File: config.mk
export PLATFORM = sky130hd
export DESIGN_NAME = fb_arbiter_flat
export DESIGN_NICKNAME = d
export VERILOG_FILES = /design/src/rtl/fb_arbiter_pkg.sv /design/src/rtl/fb_arbiter_if.sv /design/src/rtl/fb_arbiter_rr_arb2.sv /design/src/rtl/fb_arbiter.sv /design/src/flat_wrapper.sv
export SDC_FILE = /design/constraint.sdc
export NUM_CORES = 1
export LEC_CHECK = 0
export ABC_AREA = 1
export CAP_MARGIN = 10
export CORE_MARGIN = 10
export CORE_UTILIZATION = 40
export CTS_BUF_LIST = sky130_fd_sc_hd__clkbuf_4 sky130_fd_sc_hd__clkbuf_8 sky130_fd_sc_hd__clkbuf_16
export DETAILED_ROUTE_END_ITERATION = 7
export PLACE_DENSITY = 0.84
export SLEW_MARGIN = 15
export SYNTH_ARGS = -nofsm -noshare
export SYNTH_HDL_FRONTEND = slang
export SYNTH_SLANG_ARGS = --single-unit
File: constraint.sdc
create_clock -name clk -period 1.6 [get_ports clk]
set_input_delay 0.24 -clock clk [delete_from_list [all_inputs] [get_ports clk]]
set_output_delay 0.24 -clock clk [all_outputs]
set_load 0.05 [all_outputs]
File: src/rtl/fb_arbiter_pkg.sv
// Shared constants and clear-engine state type for the frame-buffer arbiter.
package fb_pkg;

  localparam int ADDR_W = 17;
  localparam int DATA_W = 3;
  localparam int DEPTH  = 76800;
  localparam logic [DATA_W-1:0] CLEAR_COLOR = 3'b000;

  typedef enum logic [1:0] {
    IDLE  = 2'd0,
    CLEAR = 2'd1,
    DONE  = 2'd2
  } clr_state_e;

endpackage

File: src/rtl/fb_arbiter_if.sv
// Bundle of user-side and RAM-side signals around the frame-buffer arbiter.
// Handshake: a writer raises wrN_req with addr/data and holds them until the
// cycle wrN_gnt is high; that cycle commits the write. disp_req is never stalled.
interface fb_arbiter_if;
  import fb_pkg::*;

  logic              disp_req;
  logic [ADDR_W-1:0] disp_addr;
  logic [DATA_W-1:0] disp_data;
  logic              disp_valid;

  logic              wr0_req;
  logic [ADDR_W-1:0] wr0_addr;
  logic [DATA_W-1:0] wr0_data;
  logic              wr0_gnt;

  logic              wr1_req;
  logic [ADDR_W-1:0] wr1_addr;
  logic [DATA_W-1:0] wr1_data;
  logic              wr1_gnt;

  logic              clear_start;
  logic              clear_busy;
  logic              clear_done;

  logic              mem_en;
  logic              mem_we;
  logic [ADDR_W-1:0] mem_addr;
  logic [DATA_W-1:0] mem_wdata;
  logic [DATA_W-1:0] mem_rdata;

  modport slave (
    input  disp_req, disp_addr,
    input  wr0_req, wr0_addr, wr0_data,
    input  wr1_req, wr1_addr, wr1_data,
    input  clear_start, mem_rdata,
    output disp_data, disp_valid, wr0_gnt, wr1_gnt,
    output clear_busy, clear_done,
    output mem_en, mem_we, mem_addr, mem_wdata
  );

  modport master (
    output disp_req, disp_addr,
    output wr0_req, wr0_addr, wr0_data,
    output wr1_req, wr1_addr, wr1_data,
    output clear_start, mem_rdata,
    input  disp_data, disp_valid, wr0_gnt, wr1_gnt,
    input  clear_busy, clear_done,
    input  mem_en, mem_we, mem_addr, mem_wdata
  );

endinterface

File: src/rtl/fb_arbiter_rr_arb2.sv
// Two-requester round-robin arbiter; the pointer moves to the loser after a grant.
module rr_arb2 (
    input  logic       clk,
    input  logic       rst_n,
    input  logic       en,
    input  logic [1:0] req,
    output logic [1:0] gnt
);

    logic ptr_q, ptr_d;

    always_comb begin
        gnt   = 2'b00;
        ptr_d = ptr_q;
        if (en) begin
            if (req == 2'b11) begin
                gnt = ptr_q ? 2'b10 : 2'b01;
            end else begin
                gnt = req;
            end
            if (gnt[0]) begin
                ptr_d = 1'b1;
            end else if (gnt[1]) begin
                ptr_d = 1'b0;
            end
        end
    end

    always_ff @(posedge clk or negedge rst_n) begin
        if (!rst_n) begin
            ptr_q <= 1'b0;
        end else begin
            ptr_q <= ptr_d;
        end
    end

endmodule

File: src/rtl/fb_arbiter.sv
// Single-port frame-buffer arbiter: display read > bulk clear > two pixel writers.
module fb_arbiter
    import fb_pkg::*;
(
    input  logic               clk,
    input  logic               reset,
    fb_arbiter_if.slave        bus,
    output clr_state_e         dbg_state
);

    clr_state_e        state_q, state_d;
    logic [ADDR_W-1:0] cnt_q, cnt_d;
    logic              disp_valid_q, disp_valid_d;

    logic              disp_own;
    logic              clear_own;
    logic              wr_en;
    logic [1:0]        wr_gnt;

    // Reset gates the combinational outputs so they read 0 while reset is low.
    assign disp_own  = bus.disp_req & reset;
    assign clear_own = (state_q == CLEAR) & ~bus.disp_req;
    assign wr_en     = reset & ~bus.disp_req & (state_q != CLEAR);

    rr_arb2 u_rr_arb2 (
        .clk   (clk),
        .rst_n (reset),
        .en    (wr_en),
        .req   ({bus.wr1_req, bus.wr0_req}),
        .gnt   (wr_gnt)
    );

    always_comb begin
        state_d = state_q;
        cnt_d   = cnt_q;
        case (state_q)
            IDLE: begin
                if (bus.clear_start) begin
                    state_d = CLEAR;
                    cnt_d   = '0;
                end
            end
            CLEAR: begin
                if (!bus.disp_req) begin
                    if (cnt_q == ADDR_W'(DEPTH - 1)) begin
                        state_d = DONE;
                    end else begin
                        cnt_d = cnt_q + ADDR_W'(1);
                    end
                end
            end
            DONE:    state_d = IDLE;
            default: state_d = IDLE;
        endcase
    end

    always_comb begin
        bus.mem_en    = 1'b0;
        bus.mem_we    = 1'b0;
        bus.mem_addr  = '0;
        bus.mem_wdata = '0;
        if (disp_own) begin
            bus.mem_en   = 1'b1;
            bus.mem_addr = bus.disp_addr;
        end else if (clear_own) begin
            bus.mem_en    = 1'b1;
            bus.mem_we    = 1'b1;
            bus.mem_addr  = cnt_q;
            bus.mem_wdata = CLEAR_COLOR;
        end else if (wr_gnt[0]) begin
            bus.mem_en    = 1'b1;
            bus.mem_we    = 1'b1;
            bus.mem_addr  = bus.wr0_addr;
            bus.mem_wdata = bus.wr0_data;
        end else if (wr_gnt[1]) begin
            bus.mem_en    = 1'b1;
            bus.mem_we    = 1'b1;
            bus.mem_addr  = bus.wr1_addr;
            bus.mem_wdata = bus.wr1_data;
        end
    end

    assign disp_valid_d   = disp_own;
    assign bus.disp_valid = disp_valid_q;
    assign bus.disp_data  = disp_valid_q ? bus.mem_rdata : '0;
    assign bus.wr0_gnt    = wr_gnt[0];
    assign bus.wr1_gnt    = wr_gnt[1];
    assign bus.clear_busy = (state_q == CLEAR);
    assign bus.clear_done = (state_q == DONE);
    assign dbg_state      = state_q;

    always_ff @(posedge clk or negedge reset) begin
        if (!reset) begin
            state_q      <= IDLE;
            cnt_q        <= '0;
            disp_valid_q <= 1'b0;
        end else begin
            state_q      <= state_d;
            cnt_q        <= cnt_d;
            disp_valid_q <= disp_valid_d;
        end
    end

endmodule

File: src/flat_wrapper.sv
// flat-port wrapper written by rule: the top's interface ports become plain ports
module fb_arbiter_flat import fb_pkg::*;
  (clk, reset, dbg_state, bus_disp_req, bus_disp_addr, bus_wr0_req, bus_wr0_addr, bus_wr0_data, bus_wr1_req, bus_wr1_addr, bus_wr1_data, bus_clear_start, bus_mem_rdata, bus_disp_data, bus_disp_valid, bus_wr0_gnt, bus_wr1_gnt, bus_clear_busy, bus_clear_done, bus_mem_en, bus_mem_we, bus_mem_addr, bus_mem_wdata);
  fb_arbiter_if bus_i ();
  input  logic clk;
  input  logic reset;
  output clr_state_e dbg_state;
  input wire logic [$bits(bus_i.disp_req)-1:0] bus_disp_req;
  input wire logic [$bits(bus_i.disp_addr)-1:0] bus_disp_addr;
  input wire logic [$bits(bus_i.wr0_req)-1:0] bus_wr0_req;
  input wire logic [$bits(bus_i.wr0_addr)-1:0] bus_wr0_addr;
  input wire logic [$bits(bus_i.wr0_data)-1:0] bus_wr0_data;
  input wire logic [$bits(bus_i.wr1_req)-1:0] bus_wr1_req;
  input wire logic [$bits(bus_i.wr1_addr)-1:0] bus_wr1_addr;
  input wire logic [$bits(bus_i.wr1_data)-1:0] bus_wr1_data;
  input wire logic [$bits(bus_i.clear_start)-1:0] bus_clear_start;
  input wire logic [$bits(bus_i.mem_rdata)-1:0] bus_mem_rdata;
  output wire logic [$bits(bus_i.disp_data)-1:0] bus_disp_data;
  output wire logic [$bits(bus_i.disp_valid)-1:0] bus_disp_valid;
  output wire logic [$bits(bus_i.wr0_gnt)-1:0] bus_wr0_gnt;
  output wire logic [$bits(bus_i.wr1_gnt)-1:0] bus_wr1_gnt;
  output wire logic [$bits(bus_i.clear_busy)-1:0] bus_clear_busy;
  output wire logic [$bits(bus_i.clear_done)-1:0] bus_clear_done;
  output wire logic [$bits(bus_i.mem_en)-1:0] bus_mem_en;
  output wire logic [$bits(bus_i.mem_we)-1:0] bus_mem_we;
  output wire logic [$bits(bus_i.mem_addr)-1:0] bus_mem_addr;
  output wire logic [$bits(bus_i.mem_wdata)-1:0] bus_mem_wdata;
  assign bus_i.disp_req = bus_disp_req;
  assign bus_i.disp_addr = bus_disp_addr;
  assign bus_i.wr0_req = bus_wr0_req;
  assign bus_i.wr0_addr = bus_wr0_addr;
  assign bus_i.wr0_data = bus_wr0_data;
  assign bus_i.wr1_req = bus_wr1_req;
  assign bus_i.wr1_addr = bus_wr1_addr;
  assign bus_i.wr1_data = bus_wr1_data;
  assign bus_i.clear_start = bus_clear_start;
  assign bus_i.mem_rdata = bus_mem_rdata;
  assign bus_disp_data = bus_i.disp_data;
  assign bus_disp_valid = bus_i.disp_valid;
  assign bus_wr0_gnt = bus_i.wr0_gnt;
  assign bus_wr1_gnt = bus_i.wr1_gnt;
  assign bus_clear_busy = bus_i.clear_busy;
  assign bus_clear_done = bus_i.clear_done;
  assign bus_mem_en = bus_i.mem_en;
  assign bus_mem_we = bus_i.mem_we;
  assign bus_mem_addr = bus_i.mem_addr;
  assign bus_mem_wdata = bus_i.mem_wdata;
  fb_arbiter u_core (.clk(clk), .reset(reset), .bus(bus_i), .dbg_state(dbg_state));
endmodule
# ---- After elaboration in Yosys (flattened, before gate mapping)
# Cells that the tools add are included.
# Widths: inputs -> output; s select.
dict set report op_classes {
  n_eq_ne 9
  reduce_logical 6
  addsub 1
  bitwise 5
  muxes 28
}
# op n
set ops {}
lappend ops {{$mux 17} 7}
lappend ops {{$pmux 17 s2} 1}
lappend ops {{$add 17x1->17 const B} 1}
lappend ops {{$eq 17x17->1 const B} 1}
lappend ops {{$mux 3} 5}
lappend ops {{$mux 2} 7}
lappend ops {{$mux 1} 7}
lappend ops {{$ne 2x2->1 const B} 3}
lappend ops {{$and 1x1->1} 4}
lappend ops {{$eq 2x2->1 const B} 2}
lappend ops {{$ne 2x1->1 const B} 2}
lappend ops {{$pmux 2 s2} 1}
lappend ops {{$reduce_and 4->1} 1}
lappend ops {{$reduce_bool 2->1} 2}
lappend ops {{$reduce_and 3->1} 1}
lappend ops {{$eq 2x1->1 const B} 1}
lappend ops {{$logic_not 2->1} 1}
lappend ops {{$reduce_and 2->1} 1}
lappend ops {{$not 1->1} 1}
dict set report totals {
  ff_bits 21
  output_inout_bits 32
  input_bits 66
  wordCells 53
}

# ---- Depth between registers and ports, before layout
dict set report depth {
  depth_word 9
  mapped_depth 9
  mapped_depth_nobuf 9
}

# ---- By module
# From an unflattened synthesis, not the netlist that was laid out.
dict set report unflattened {
  cells_unflattened 265
  hier_area_um2 1823.0
}
# mod seq_area_each_um2 cells_each area_per_inst_um2 n_inst
set modules_own_cells {}
lappend modules_own_cells {fb_arbiter 500.5 254 1759.2 1}
lappend modules_own_cells {rr_arb2 25.0 11 63.8 1}

# ---- Least setup slack after synthesis
# Ideal clock, no wire load.
dict set report synth_path {
  kind {reg-to-output}
  from {register u_core.state_q[0], in the netlist u_core.dbg_state[0]}
  to {output port bus_mem_addr[10]}
  t_required_ns 1.360
  t_arrival_ns 2.171
  slack_ns -0.811
  path_buffers 1
  path_stages_with_launch 6
  cell_sequence {dfrtp_1 nand2_4 nor2_4 clkinv_1 buf_4 o2111ai_1}
}
dict set report synth_via {
  elab_chain_cells 7
  word_cells_on_any_way 9
  classes_between {eq/ne: 2; mux: 5; bitwise: 2}
}
# item line_no
set synth_rtl {}
lappend synth_rtl {{start, declared} fb_arbiter.sv:11} ;# clr_state_e state_q, state_d;
lappend synth_rtl {{start signal, assigned} fb_arbiter.sv:98} ;# state_q <= state_d;
lappend synth_rtl {{$ne 2x1->1} fb_arbiter.sv:23} ;# assign wr_en = reset & ~bus.disp_req & (state_q != CLEAR);
lappend synth_rtl {{$and 1x1->1} fb_arbiter.sv:23}
lappend synth_rtl {{$mux 2} fb_arbiter_rr_arb2.sv:15} ;# if (en) begin
lappend synth_rtl {{$mux 17} fb_arbiter.sv:75} ;# end else if (wr_gnt[1]) begin
lappend synth_rtl {{$mux 17} fb_arbiter.sv:70} ;# end else if (wr_gnt[0]) begin
lappend synth_rtl {{$mux 17 *} fb_arbiter.sv:65} ;# end else if (clear_own) begin
lappend synth_rtl {{$mux 17 *} fb_arbiter.sv:62} ;# if (disp_own) begin
lappend synth_rtl {{end, declared} flat_wrapper.sv:26} ;# output wire logic [$bits(bus_i.mem_addr)-1:0] bus_mem_addr;
# Every way passes the cells marked *; elsewhere a longest branch is shown, timed or not.

# ---- Worst setup path after layout
dict set report layout_path {
  from {register u_core.u_rr_arb2.ptr_q}
  to {output port bus_mem_addr[1]}
}
dict set report layout_via {
  elab_chain_cells 8
}
# item line_no
set layout_rtl {}
lappend layout_rtl {{start, declared} fb_arbiter_rr_arb2.sv:10} ;# logic ptr_q, ptr_d;
lappend layout_rtl {{start signal, assigned} fb_arbiter_rr_arb2.sv:33} ;# ptr_q <= ptr_d;
lappend layout_rtl {{$mux 2 *} fb_arbiter_rr_arb2.sv:17} ;# gnt = ptr_q ? 2'b10 : 2'b01;
lappend layout_rtl {{$mux 2 *} fb_arbiter_rr_arb2.sv:16} ;# if (req == 2'b11) begin
lappend layout_rtl {{$mux 2 * (2 in a row)} fb_arbiter_rr_arb2.sv:15}
lappend layout_rtl {{$mux 17} fb_arbiter.sv:75}
lappend layout_rtl {{$mux 17 *} fb_arbiter.sv:70}
lappend layout_rtl {{$mux 17 *} fb_arbiter.sv:65}
lappend layout_rtl {{$mux 17 *} fb_arbiter.sv:62}
# Every way passes the cells marked *; elsewhere a longest branch is shown, timed or not. The select of a mux whose other input is x is not followed.

==> impl_metrics.ini <==
[layout]
nFillCells = 113
multi_input_area_sq_um = 1670
regArea_sq_um = 534
stdcell_count = 477
fin_area_sq_um = 4190
fin_nets = 491
syn2layout_area_growth_pct = 131
layout-drive-gt1-share = 0.397

[synth]
synth_area_leaders = dfrtp_1 (29%), nand2_1 (23%), o2111ai_1 (7.2%), nor2_1 (6.4%), inv_1 (6.2%)
synth_cell_type_count = 29
syn_inst = 289
synth_area_per_cell_sq_um = 6.28
synth_seq_cells = 21
synthFlopType = dfrtp_1
syn_area_sq_um = 1810
synth-async-reset-ratio = 1.00
synth-seq-area-share = 0.290
synth_top_area_share = 0.290
yosysWarningCount = 0
yosysTopAreaCell = dfrtp_1
synth-edff-count = 0
synth_nets = 356

[sta]
clock_skew_ns = 0.0120
setup_viol = 45
maxSlewViolCount = 0
max_slew_margin = 0.654
finalHoldViolCount = 0
fmax_ghz = 0.458
fin_crit_ns = 2.18
tns_ns = -14.86
period_share = 1.36
worstMarginPinSlew_ns = 0.517
rsz0062_at_grt = true
layout_setup_ws_ns = -0.581

[clocking]
htree_num_levels = 1
clockRootBuffer = clkbuf_8
ctsHoldBuffers = 0
clk_latency_ns = 0.29
cts_tree = yes
clock-sinks = 21
cts_buffers = 3
clkSlewWorstSetupHoldPaths_ns = 0.09
clk_path_buf_depth = 2

[place]
place_ws_ns = -0.595
dp.cells = 456
placed_area_sq_um = 3700
io_buffers = 97
gp_congestion = 0.879
dp_hpwl_um = 7650

[floorplanning]
num_rows = 24
pin_count = 98
core_sq_um = 4380
die_w_um = 87.3
start_util = 0.414
die_y_um = 87.3
dieArea_sq_um = 7630

[grt]
grt_usage = 0.328
grt_max_degree = 24
grt_overflow_total = 0
antenna_found_initial = 2
grt_pass1_wl_um = 19200
grt_pass1_vias = 3252

[flow_run]
max_cap_viol_count = 0

[detailed_routing]
wire_per_inst_um = 35.8
ant_nets = 0
num_vias = 3523
remaining_drc_errors = 104
vias_per_cell = 7.39
totalWireLength_um = 17100
firstDrtPassIters = 8
drtIter0Drc = 812

[critical_path]
critical_path_arrival_ns = 1.94
worstPathRequired_ns = 1.36
cp_cell_sequence = a21boi_4, buf_6, nor3_4, buf_6, buf_12, nand2_2, nand4_1, buf_12
critPathCaptureType = output pin
rr_endpoint = u_core.cnt_q[15]
crit_cells = 8
r2r_cells = 9
cp-start-kind = flip-flop
rrSetupSlack_ns = -0.34
slowest_stage = dfrtp_2
cp_num_buf_inv = 4
critPathKind = flip-flop to output pin
path_delay_family = buffers and inverters
startpoint = u_core.u_rr_arb2.ptr_q
path_max_fanout = 8
timing.rr.start = u_core.cnt_q[3]
max_stage_delay_ns = 0.47

[outcome]
status = finished with violations
violations = DRC, setup timing

[pwr]
peakVddDrop_mv = 0.471
p_total_mw = 2.99
p_per_area_nw_per_um2 = 715
power_leakage_nw = 1.79

[hold_path]
min_path_type = primary input to async pin
==> registers in the layout (all words and copies together) (netlist names) <==
signal                  cells
u_core.u_rr_arb2.ptr_q      1
u_core.cnt_q               17
u_core.bus.disp_valid       1
u_core.dbg_state            2
==> what timing repair did <==
action,CTS,global route
pin swaps,5,11
endpoints found under the setup margin,33,43
hold endpoints to repair,0,0
buffers inserted,12,5
resized for setup,50,58
gates cloned,3,1
==> report_power, final <==
group	total [mW]	switching (mW)	internal (mW)
clock	0.400	0.224	0.176
sequential	0.690	0.0978	0.592
combinational	1.90	1.06	0.839
total	2.99	1.39	1.61
==> cell type report <==
| type | count | area share |
|---|---|---|
| clock inverters | 1 | 0.00120 |
| well taps | 52 | 0.0155 |
| repair buffers | 139 | 0.414 |
| flip-flops and latches | 21 | 0.128 |
| multi-input cells | 226 | 0.399 |
| diodes | 2 | 0.00120 |
| clock buffers | 3 | 0.00986 |
| inverters | 33 | 0.0323 |
==> worst max-delay path by stage <==
stage	endpoint	slack, ns
floorplan	bus_mem_addr[1]	-0.40
global placement	bus_mem_addr[9]	-0.39
detailed placement	bus_mem_addr[6]	-0.60
CTS	bus_mem_addr[7]	-0.40
global route	bus_mem_addr[10]	-0.58
finish	bus_mem_addr[1]	-0.58
==> cell usage in the layout, fill, tap and decap left out, types with 2 or more instances in the layout <==
cell             synthesis  final
nor2_2                   2      4
o21ai_1                 10     11
dlygate4sd2_1            0      4
nand4_1                  6      6
nor2_1                  31     25
dfrtp_2                  0      7
buf_8                    0      2
dfrtp_1                 21     14
nor3_1                   2      2
nand2_2                  2     20
buf_12                   0     37
clkdlybuf4s50_1          0     61
nand3_1                 22     20
buf_6                    2     14
o2111ai_4                0     15
o21ai_2                  0      3
clkbuf_8                 0      3
o21ai_0                  8      4
inv_2                    1      4
nand3_4                  0      2
nor2_4                   2      6
nand2_1                109     77
a22o_4                   0      3
inv_1                   30     25
nand2_4                  2     16
xor2_1                   4      4
buf_4                    3     21
diode_2                  0      2
==> stage by stage <==
step | hold slack [ns] | utilization
floorplan | -0.0556 | -
detailed placement | 0.544 | 0.844
finish | 0.282 | 0.955
global placement | 0.524 | 0.844
CTS | 0.256 | 0.920
global route | 0.263 | 0.955
==> logic make-up (layout without fill, tap and decap cells) <==
| family | Yosys count | count (layout) | share of synthesized area |
|---|---|---|---|
| fa+ha+maj | 1 | 1 | 0.00690 |
| flops | 21 | 21 | 0.290 |
| other cells | 0 | 2 | 0 |
| simple gates | 182 | 183 | 0.434 |
| xor+xnor | 4 | 4 | 0.0193 |
| buf+inv | 43 | 176 | 0.106 |
| compound gates | 38 | 38 | 0.143 |
==> Yosys cell counts (all sizes together) (2+ instances only) <==
cell / number
nand4: 6
clkinv: 2
nand2: 113
inv: 31
nor3: 3
buf: 9
a22o: 3
o2111ai: 15
xor2: 4
dfrtp: 21
o21ai: 18
nor2: 35
nand3: 23
==> per-layer routing <==
layer / GRT usage / share of wire
met5: 0 / 0.0031
met3: 0.108 / 0.17
met4: 0.158 / 0.12
met1: 0.360 / 0.28
met2: 0.555 / 0.42
Power figures use the tool's default switching activity.
